===== src/rtl/rv32i_mem_pkg.sv =====
// Shared types and constants for the rv32i unified memory-port arbiter.
package rv32i_mem_pkg;

  typedef enum logic [1:0] {
    ST_IDLE = 2'd0,
    ST_REQ  = 2'd1,
    ST_WAIT = 2'd2
  } arb_state_e;

  localparam logic OWN_IF = 1'b0;
  localparam logic OWN_D  = 1'b1;

  // Memory opcodes shared with the core's memory-access stage.
  localparam logic [1:0] MEM_OP_NONE  = 2'd0;
  localparam logic [1:0] MEM_OP_LOAD  = 2'd1;
  localparam logic [1:0] MEM_OP_STORE = 2'd2;

endpackage


===== src/rtl/rv32i_mem_arbiter_timeout_ctr.sv =====
// Response watchdog: counts cycles a transaction has been active, flags expiry on the last allowed cycle.
module rv32i_timeout_ctr #(
  parameter int LIMIT = 255
) (
  input  logic clk,
  input  logic rst,
  input  logic clr,
  input  logic en,
  output logic expire
);

  localparam int W = (LIMIT > 0) ? $clog2(LIMIT + 1) : 1;

  logic [W-1:0] cnt_q, cnt_d;

  always_comb begin
    cnt_d = cnt_q;
    if (clr)                   cnt_d = '0;
    else if (en && LIMIT > 0)  cnt_d = cnt_q + W'(1);
  end

  always_ff @(posedge clk or posedge rst) begin
    if (rst) cnt_q <= '0;
    else     cnt_q <= cnt_d;
  end

  // cnt_q holds cycles already spent; this cycle is the LIMIT-th one.
  generate
    if (LIMIT > 0) begin : g_on
      assign expire = en && (cnt_q == W'(LIMIT - 1));
    end else begin : g_off
      assign expire = 1'b0;
    end
  endgenerate

endmodule


===== src/rtl/rv32i_mem_arbiter.sv =====
// Two-requester (fetch / data) arbiter onto one word-wide memory port, one transaction in flight,
// D-over-IF priority with a fetch starvation guard and a response watchdog.
module rv32i_mem_arbiter
  import rv32i_mem_pkg::*;
#(
  parameter int XLEN               = 32,
  parameter int FETCH_STARVE_LIMIT = 4,
  parameter int TIMEOUT_CYCLES     = 255
) (
  input  logic            clk,
  input  logic            rst,
  input  logic            if_req,
  input  logic [XLEN-1:0] if_addr,
  output logic            if_gnt,
  output logic            if_rvalid,
  output logic [XLEN-1:0] if_rdata,
  output logic            if_err,
  input  logic            d_req,
  input  logic            d_we,
  input  logic [XLEN-1:0] d_addr,
  input  logic [XLEN-1:0] d_wdata,
  output logic            d_gnt,
  output logic            d_rvalid,
  output logic [XLEN-1:0] d_rdata,
  output logic            d_err,
  output logic            mem_req,
  output logic            mem_we,
  output logic [XLEN-1:0] mem_addr,
  output logic [XLEN-1:0] mem_wdata,
  input  logic            mem_gnt,
  input  logic            mem_rvalid,
  input  logic [XLEN-1:0] mem_rdata
);

  localparam int SW = (FETCH_STARVE_LIMIT > 0) ? $clog2(FETCH_STARVE_LIMIT + 1) : 1;

  arb_state_e      state_q, state_d;
  logic            owner_q, owner_d;
  logic [SW-1:0]   streak_q, streak_d;
  logic            mem_req_q, mem_req_d, mem_we_q, mem_we_d;
  logic [XLEN-1:0] mem_addr_q, mem_addr_d, mem_wdata_q, mem_wdata_d;
  logic            if_rvalid_q, if_rvalid_d, d_rvalid_q, d_rvalid_d;
  logic            if_err_q, if_err_d, d_err_q, d_err_d;
  logic [XLEN-1:0] if_rdata_q, if_rdata_d, d_rdata_q, d_rdata_d;

  logic gnt_if, gnt_d, starved, resp, done, fin_err, tmo_expire;

  assign starved = (streak_q == SW'(FETCH_STARVE_LIMIT));

  rv32i_timeout_ctr #(.LIMIT(TIMEOUT_CYCLES)) u_tmo (
    .clk    (clk),
    .rst    (rst),
    .clr    (gnt_if | gnt_d),
    .en     (state_q != ST_IDLE),
    .expire (tmo_expire)
  );

  always_comb begin
    state_d     = state_q;
    owner_d     = owner_q;
    streak_d    = streak_q;
    mem_req_d   = mem_req_q;
    mem_we_d    = mem_we_q;
    mem_addr_d  = mem_addr_q;
    mem_wdata_d = mem_wdata_q;
    if_rvalid_d = 1'b0;
    d_rvalid_d  = 1'b0;
    if_err_d    = 1'b0;
    d_err_d     = 1'b0;
    if_rdata_d  = if_rdata_q;
    d_rdata_d   = d_rdata_q;
    gnt_if      = 1'b0;
    gnt_d       = 1'b0;
    resp        = 1'b0;
    done        = 1'b0;
    fin_err     = 1'b0;

    case (state_q)
      ST_IDLE: begin
        gnt_d  = d_req && !(if_req && starved);
        gnt_if = if_req && !gnt_d;
        if (gnt_d) begin
          owner_d     = OWN_D;
          mem_req_d   = 1'b1;
          mem_we_d    = d_we;
          mem_addr_d  = d_addr;
          mem_wdata_d = d_wdata;
          state_d     = ST_REQ;
          // D only wins against a pending fetch below the limit, so this never overflows.
          streak_d    = if_req ? streak_q + SW'(1) : '0;
        end else if (gnt_if) begin
          owner_d     = OWN_IF;
          mem_req_d   = 1'b1;
          mem_we_d    = 1'b0;
          mem_addr_d  = if_addr;
          mem_wdata_d = '0;
          state_d     = ST_REQ;
          streak_d    = '0;
        end
      end
      ST_REQ, ST_WAIT: begin
        // A response beats a simultaneous watchdog expiry.
        resp = mem_rvalid && (state_q == ST_WAIT || mem_gnt);
        if (resp) begin
          done = 1'b1;
        end else if (tmo_expire) begin
          done    = 1'b1;
          fin_err = 1'b1;
        end else if (state_q == ST_REQ && mem_gnt) begin
          mem_req_d = 1'b0;
          state_d   = ST_WAIT;
        end
      end
      default: state_d = ST_IDLE;
    endcase

    if (done) begin
      state_d   = ST_IDLE;
      mem_req_d = 1'b0;
      if (owner_q == OWN_D) begin
        d_rvalid_d = 1'b1;
        d_err_d    = fin_err;
        d_rdata_d  = fin_err ? '0 : mem_rdata;
      end else begin
        if_rvalid_d = 1'b1;
        if_err_d    = fin_err;
        if_rdata_d  = fin_err ? '0 : mem_rdata;
      end
    end
  end

  always_ff @(posedge clk or posedge rst) begin
    if (rst) begin
      state_q     <= ST_IDLE;
      owner_q     <= OWN_IF;
      streak_q    <= '0;
      mem_req_q   <= 1'b0;
      mem_we_q    <= 1'b0;
      mem_addr_q  <= '0;
      mem_wdata_q <= '0;
      if_rvalid_q <= 1'b0;
      d_rvalid_q  <= 1'b0;
      if_err_q    <= 1'b0;
      d_err_q     <= 1'b0;
      if_rdata_q  <= '0;
      d_rdata_q   <= '0;
    end else begin
      state_q     <= state_d;
      owner_q     <= owner_d;
      streak_q    <= streak_d;
      mem_req_q   <= mem_req_d;
      mem_we_q    <= mem_we_d;
      mem_addr_q  <= mem_addr_d;
      mem_wdata_q <= mem_wdata_d;
      if_rvalid_q <= if_rvalid_d;
      d_rvalid_q  <= d_rvalid_d;
      if_err_q    <= if_err_d;
      d_err_q     <= d_err_d;
      if_rdata_q  <= if_rdata_d;
      d_rdata_q   <= d_rdata_d;
    end
  end

  // Grants are combinational; keep them quiet while reset is held.
  assign if_gnt    = gnt_if & ~rst;
  assign d_gnt     = gnt_d & ~rst;
  assign if_rvalid = if_rvalid_q;
  assign if_rdata  = if_rdata_q;
  assign if_err    = if_err_q;
  assign d_rvalid  = d_rvalid_q;
  assign d_rdata   = d_rdata_q;
  assign d_err     = d_err_q;
  assign mem_req   = mem_req_q;
  assign mem_we    = mem_we_q;
  assign mem_addr  = mem_addr_q;
  assign mem_wdata = mem_wdata_q;

endmodule


===== config.mk =====
export PLATFORM = sky130hd
export DESIGN_NAME = rv32i_mem_arbiter
export DESIGN_NICKNAME = d
export VERILOG_FILES = /design/src/rtl/rv32i_mem_pkg.sv /design/src/rtl/rv32i_mem_arbiter_timeout_ctr.sv /design/src/rtl/rv32i_mem_arbiter.sv
export SDC_FILE = /design/constraint.sdc
export NUM_CORES = 1
export LEC_CHECK = 0
export ABC_AREA = 1
export CAP_MARGIN = 20
export CELL_PAD_IN_SITES_DETAIL_PLACEMENT = 0
export CELL_PAD_IN_SITES_GLOBAL_PLACEMENT = 1
export CORE_MARGIN = 4
export CORE_UTILIZATION = 28
export CTS_CLUSTER_SIZE = 28
export DETAILED_ROUTE_END_ITERATION = 8
export PLACE_DENSITY_LB_ADDON = 0.1
export RECOVER_POWER = 100
export SLEW_MARGIN = 20
export SYNTH_ARGS = -nofsm -noshare
export SYNTH_HDL_FRONTEND = slang
export SYNTH_SLANG_ARGS = --single-unit

===== constraint.sdc =====
create_clock -name clk -period 5.8 [get_ports clk]
set_input_delay 1.16 -clock clk [delete_from_list [all_inputs] [get_ports clk]]
set_output_delay 1.16 -clock clk [all_outputs]
set_load 0.02 [all_outputs]

=== Yosys cells after proc, flatten, opt, wreduce, memory -nomap -nowiden ===
Cells that the tools add are included.
W data, S select, Z words.

* Register bits: 148
* Logic and storage cells: 91

* Equal/unequal tests: 8
* $add $sub $neg: 2
* Muxes and demuxes: 42
* Bitwise operators: 5
* Reductions and logical operators: 20

{| class="wikitable"
|+ Operator list
! kind !! count
|-
| $mux W32 || 5
|-
| $mux W1 || 24
|-
| $mux W8 || 2
|-
| $mux W2 || 6
|-
| $mux W3 || 3
|-
| $ne A3 B3 Y1 const B || 3
|-
| $add A8 B1 Y8 const B || 1
|-
| $eq A8 B8 Y1 const B || 1
|-
| $logic_and A1 B1 Y1 || 6
|-
| $reduce_and A2 Y1 || 3
|-
| $reduce_bool A2 Y1 || 3
|-
| $reduce_and A5 Y1 || 1
|-
| $ne A4 B4 Y1 const B || 1
|-
| $pmux W2 S2 || 1
|-
| $reduce_and A4 Y1 || 1
|-
| $add A3 B1 Y3 const B || 1
|-
| $eq A3 B3 Y1 const B || 1
|-
| $reduce_bool A3 Y1 || 1
|-
| $and A1 B1 Y1 || 2
|-
| $eq A2 B1 Y1 const B || 1
|-
| $eq A2 B2 Y1 const B || 1
|-
| $logic_not A1 Y1 || 2
|-
| $logic_not A2 Y1 || 1
|-
| $not A1 Y1 || 2
|-
| other kinds (4) || 4
|}

=== Depth between registers and ports, before layout ===
Gate-level depths: netlist of the first run.

* Depth in word-level cells: 10
* Depth in mapped cells: 11
* Mapped depth without buffers: 10

=== Modules after synthesis ===
From an unflattened synthesis of the first run, not the netlist that was laid out.

* Cells, all modules: 757
* Area total of the unflattened synthesis: 6,456.2 µm²

{| class="wikitable"
|+ Modules (own cells, without submodules)
! module !! times used !! area an instance (µm²) !! cells an instance
|-
| rv32i_mem_arbiter || 1 || 5,980.7 || 697
|-
| rv32i_timeout_ctr || 1 || 475.5 || 60
|}

=== Worst setup path before layout of the first run ===
Ideal clock, no wire load.

* Path kind: in2out
* Start point: input port rst
* End point: output port if_gnt
* Cell stages on the path: 3
* Path buffers: 0
* Setup slack: -224 ps
* Data required time: 4,640 ps
* Arrival: 4,864 ps
* Cell sequence: inv_1 -> nand3_1 -> nor2_1

* Cells in the longest elaborated chain, start to end: 2

{| class="wikitable"
|+ Ends and longest elaborated chain
! item !! line !! source
|-
| from (decl) || rv32i_mem_arbiter.sv:11 || <nowiki>input logic rst,</nowiki>
|-
| $not A1 Y1 || rv32i_mem_arbiter.sv:165 || <nowiki>assign if_gnt = gnt_if & ~rst;</nowiki>
|-
| $and A1 B1 Y1 || rv32i_mem_arbiter.sv:165 ||
|-
| to (decl) || rv32i_mem_arbiter.sv:14 || <nowiki>output logic if_gnt,</nowiki>
|}

No other way between the ends.

=== Final worst setup path of the first run ===
* Start point: input port if_req
* End point: output port d_gnt

* Cells in the longest elaborated chain, start to end: 5

{| class="wikitable"
|+ Ends and longest elaborated chain
! item !! line !! source
|-
| from (decl) || rv32i_mem_arbiter.sv:12 || <nowiki>input logic if_req,</nowiki>
|-
| $logic_and A1 B1 Y1 || rv32i_mem_arbiter.sv:80 || <nowiki>gnt_d = d_req && !(if_req && starved);</nowiki>
|-
| $logic_not A1 Y1 || rv32i_mem_arbiter.sv:80 ||
|-
| $logic_and A1 B1 Y1 || rv32i_mem_arbiter.sv:80 ||
|-
| $mux W1 || rv32i_mem_arbiter.sv:78 || <nowiki>case (state_q)</nowiki>
|-
| $and A1 B1 Y1 || rv32i_mem_arbiter.sv:166 || <nowiki>assign d_gnt = gnt_d & ~rst;</nowiki>
|-
| to (decl) || rv32i_mem_arbiter.sv:22 || <nowiki>output logic d_gnt,</nowiki>
|}

No other way between the ends.

==> results of run 1 <==
final timing paths:
| kind | to | slack (ns) | cells after the start |
|---|---|---|---|
| max | d_gnt | 0.79 | 7 |
| min | mem_req | 0.47 | 2 |
| max reg2reg | streak_q[1] | 1.68 | 7 |
| min reg2reg | mem_req | 0.47 | 2 |
| max in group asynchronous | owner_q | 3.56 | 3 |
| min in group asynchronous | mem_addr[6] | 1.65 | 3 |
area by class of cell:
type | count | area (um^2)
sequential | 148 | 3700
tap | 313 | 392
fill | 2261 | 12800
clock inverter | 15 | 158
timing repair buffer | 280 | 2780
multi-input combinational | 500 | 2400
clock buffer | 17 | 425
inverter | 19 | 73.8
worst max-delay path, cell delays in order:
cell and delay (ns):
dlygate4sd3_1 0.62, nand3_1 0.13, nand2_1 0.07, inv_1 0.82, nand2_1 0.27, nor2_1 0.16
clkdlybuf4s50_1 0.62
state kept, by name, indices dropped and copies added (netlist names):
| register | cells |
|---|---|
| d_err | 1 |
| d_rdata | 32 |
| d_rvalid | 1 |
| if_err | 1 |
| if_rdata | 32 |
| if_rvalid | 1 |
| mem_addr | 32 |
| mem_req | 1 |
| mem_wdata | 32 |
| mem_we | 1 |
| owner_q | 1 |
| state_q | 2 |
| streak_q | 3 |
| u_tmo.cnt_q | 8 |
layer usage:
layer | up-vias | wire length [um] | GRT usage
li1 | 2953 | - | -
met3 | 15 | 1330 | 0.0503
met4 | 0 | 258 | 0.0415
met1 | 2811 | 9480 | 0.214
met2 | 170 | 10100 | 0.264
met5 | - | 0 | 0
cells in the mapped netlist:
cell type,n
buf_2,12
o21a_1,1
o21ai_0,55
nand4_1,66
a21oi_1,1
o211ai_1,1
o21ai_1,1
clkbuf_1,39
inv_1,17
o21ai_2,21
xnor2_1,1
nand2_2,2
o22ai_1,1
ha_1,8
o31ai_1,2
buf_1,6
dfrtp_1,148
buf_4,1
a31oi_1,32
nand3_2,1
nand2_1,218
inv_2,2
nand3_1,44
nor2_2,2
nor2_1,43
buf_6,3
cells by family (layout without fill, tap and decap cells):
group / Yosys count / in the layout / share of synthesized area
AND/OR/NAND/NOR: 376 / 376 / 0.253
AO/OA/AOI/OAI: 115 / 115 / 0.108
flip-flops: 148 / 148 / 0.569
buffers and inverters: 80 / 331 / 0.0525
XOR/XNOR: 1 / 1 / 0.00135
adder cells (fa/ha/maj): 8 / 8 / 0.0154
power by group through the flow:
stage | clock network (mW) | logic (mW) | registers (mW)
2_1_floorplan | 0 | 1.03 | 2.22
3_3_place_gp | 0 | 2.79 | 1.72
3_5_place_dp | 0 | 2.79 | 1.72
4_1_cts | 1.16 | 2.79 | 1.71
5_1_grt | 1.20 | 2.80 | 1.74
6_report | 1.11 | 2.55 | 1.68
==> impl_metrics.tcl, run 1 <==
set metrics [dict create \
    nNetsFinal 1109 \
    hold_ws_ns 0.466 \
    maxCapViolations 2 \
    p_per_area_nw_per_um2 537 \
    worstHoldPathType "flip-flop to flip-flop" \
    layout.cells.non_filler 1292 \
    total_power_mw 5.34 \
    finalSetupViolations 0 \
    synth-seq-cells 148 \
    synth_top_area_frac 0.569 \
    first_pass_iters 4 \
    end_kind "primary output" \
    drc 0 \
    htreeDepth 4 \
    rsz0062_at_grt "false" \
    arrival_ns 3.85 \
    grt_max_degree 149 \
    hold_violations 0 \
    synth_cell_types 26 \
    ys_seq_area_frac 0.569 \
    post_cts_resized 0 \
    slew_headroom -0.417 \
    die_w_um 160 \
    p_leak_nw 4.58 \
    clkSinkCount 148 \
    worstSetupStartpointType "primary input" \
    max_freq_mhz 200 \
    worstSetupPathType "primary input to primary output" \
    ios 271 \
    cts-root-buf "clkbuf_16" \
    antenna_cells 0 \
    finalWorstSetupSlack_ns 0.793 \
    fin_crit_sh 0.863 \
    status "complete, but fails checks" \
    syn_nets 871 \
    syn_inst 728 \
    pwr-share-comb 0.477 \
    clockBufferDepth 2 \
    post_drt_wl_per_cell_um 16.4 \
    clock-skew-final_ns 0.0140 \
    postPlaceCellArea_um2 9440 \
    dp.cells 1260 \
    crit_required_ns 4.64 \
    stdcell_area_um2 9940 \
    synth_largest_area_cell "dfrtp_1" \
    synth_area_um2 6510 \
    min_period_ns 5.01 \
    grt_pass1_wl_mm 34.2 \
    clockPowerShare 0.209 \
    pre_cts_ws_ns 1.26 \
    worst_slew_pin_slew_ns 2.11 \
    r2r-start "state_q[1]" \
    drv_slew 102 \
    ant_nets 0 \
    routed_wirelength_mm 21.1 \
    start_util 0.286 \
    gp_congestion 0.711 \
    final_util 0.436 \
    synth.avg_cell_area_um2 8.94 \
    cts.clk_slew.worst_paths_ns 0.06 \
    min_from "mem_req" \
    startpoint "if_req" \
    fp.dieH_um 160 \
    drt_iter0_drc 325 \
    vias_per_cell 4.60 \
    grt_usage 0.163 \
    path_max_fanout 35 \
    clock_latency_ns 0.42 \
    ctsHoldBuffers 0 \
    final_common_cell "nand2_1" \
    violations "max-capacitance violations, max-slew violations" \
    fin_setup_tns_ns 0 \
    power.switching_mw 2.31 \
    power_frac_seq 0.314 \
    yosysWarnings 0 \
    p_sw_frac 0.434 \
    cts_buffers 17 \
    drive_gt1_frac 0.0521 \
    die_area_um2 25700 \
    syn2layout_area_growth_pct 52.7 \
    num_rows 55 \
    power.ir.vdd_worst_mv 0.247 \
    portBuffers 270 \
    dp_hpwl_mm 13.5 \
    fp.coreArea_um2 22800 \
    final_cell_mix "nand2_1 (219), dfrtp_1 (147), dlygate4sd3_1 (138)" \
    grt-ovfl-total 0 \
    num_vias 5949 \
    cts_tree "done" \
    synth_area_leaders "dfrtp_1 (57%), nand2_1 (13%), nand4_1 (6.3%)" \
    post-cts-setup-buffers 0 \
    intPower_mw 3.02 \
    grt_pass1_vias 6087 \
    antenna_found_initial 0 \
]
Power figures use the tool's default switching activity.
==> inputs of run 2 (changes only) <==
--- a/config.mk
+++ b/config.mk
@@ -11,7 +11,6 @@
 export CELL_PAD_IN_SITES_GLOBAL_PLACEMENT = 1
 export CORE_MARGIN = 4
 export CORE_UTILIZATION = 28
-export CTS_CLUSTER_SIZE = 28
 export DETAILED_ROUTE_END_ITERATION = 8
 export PLACE_DENSITY_LB_ADDON = 0.1
 export RECOVER_POWER = 100
==> results of run 2 <==
Same layout as run 1: the final DEF is identical, and so are final timing and power.
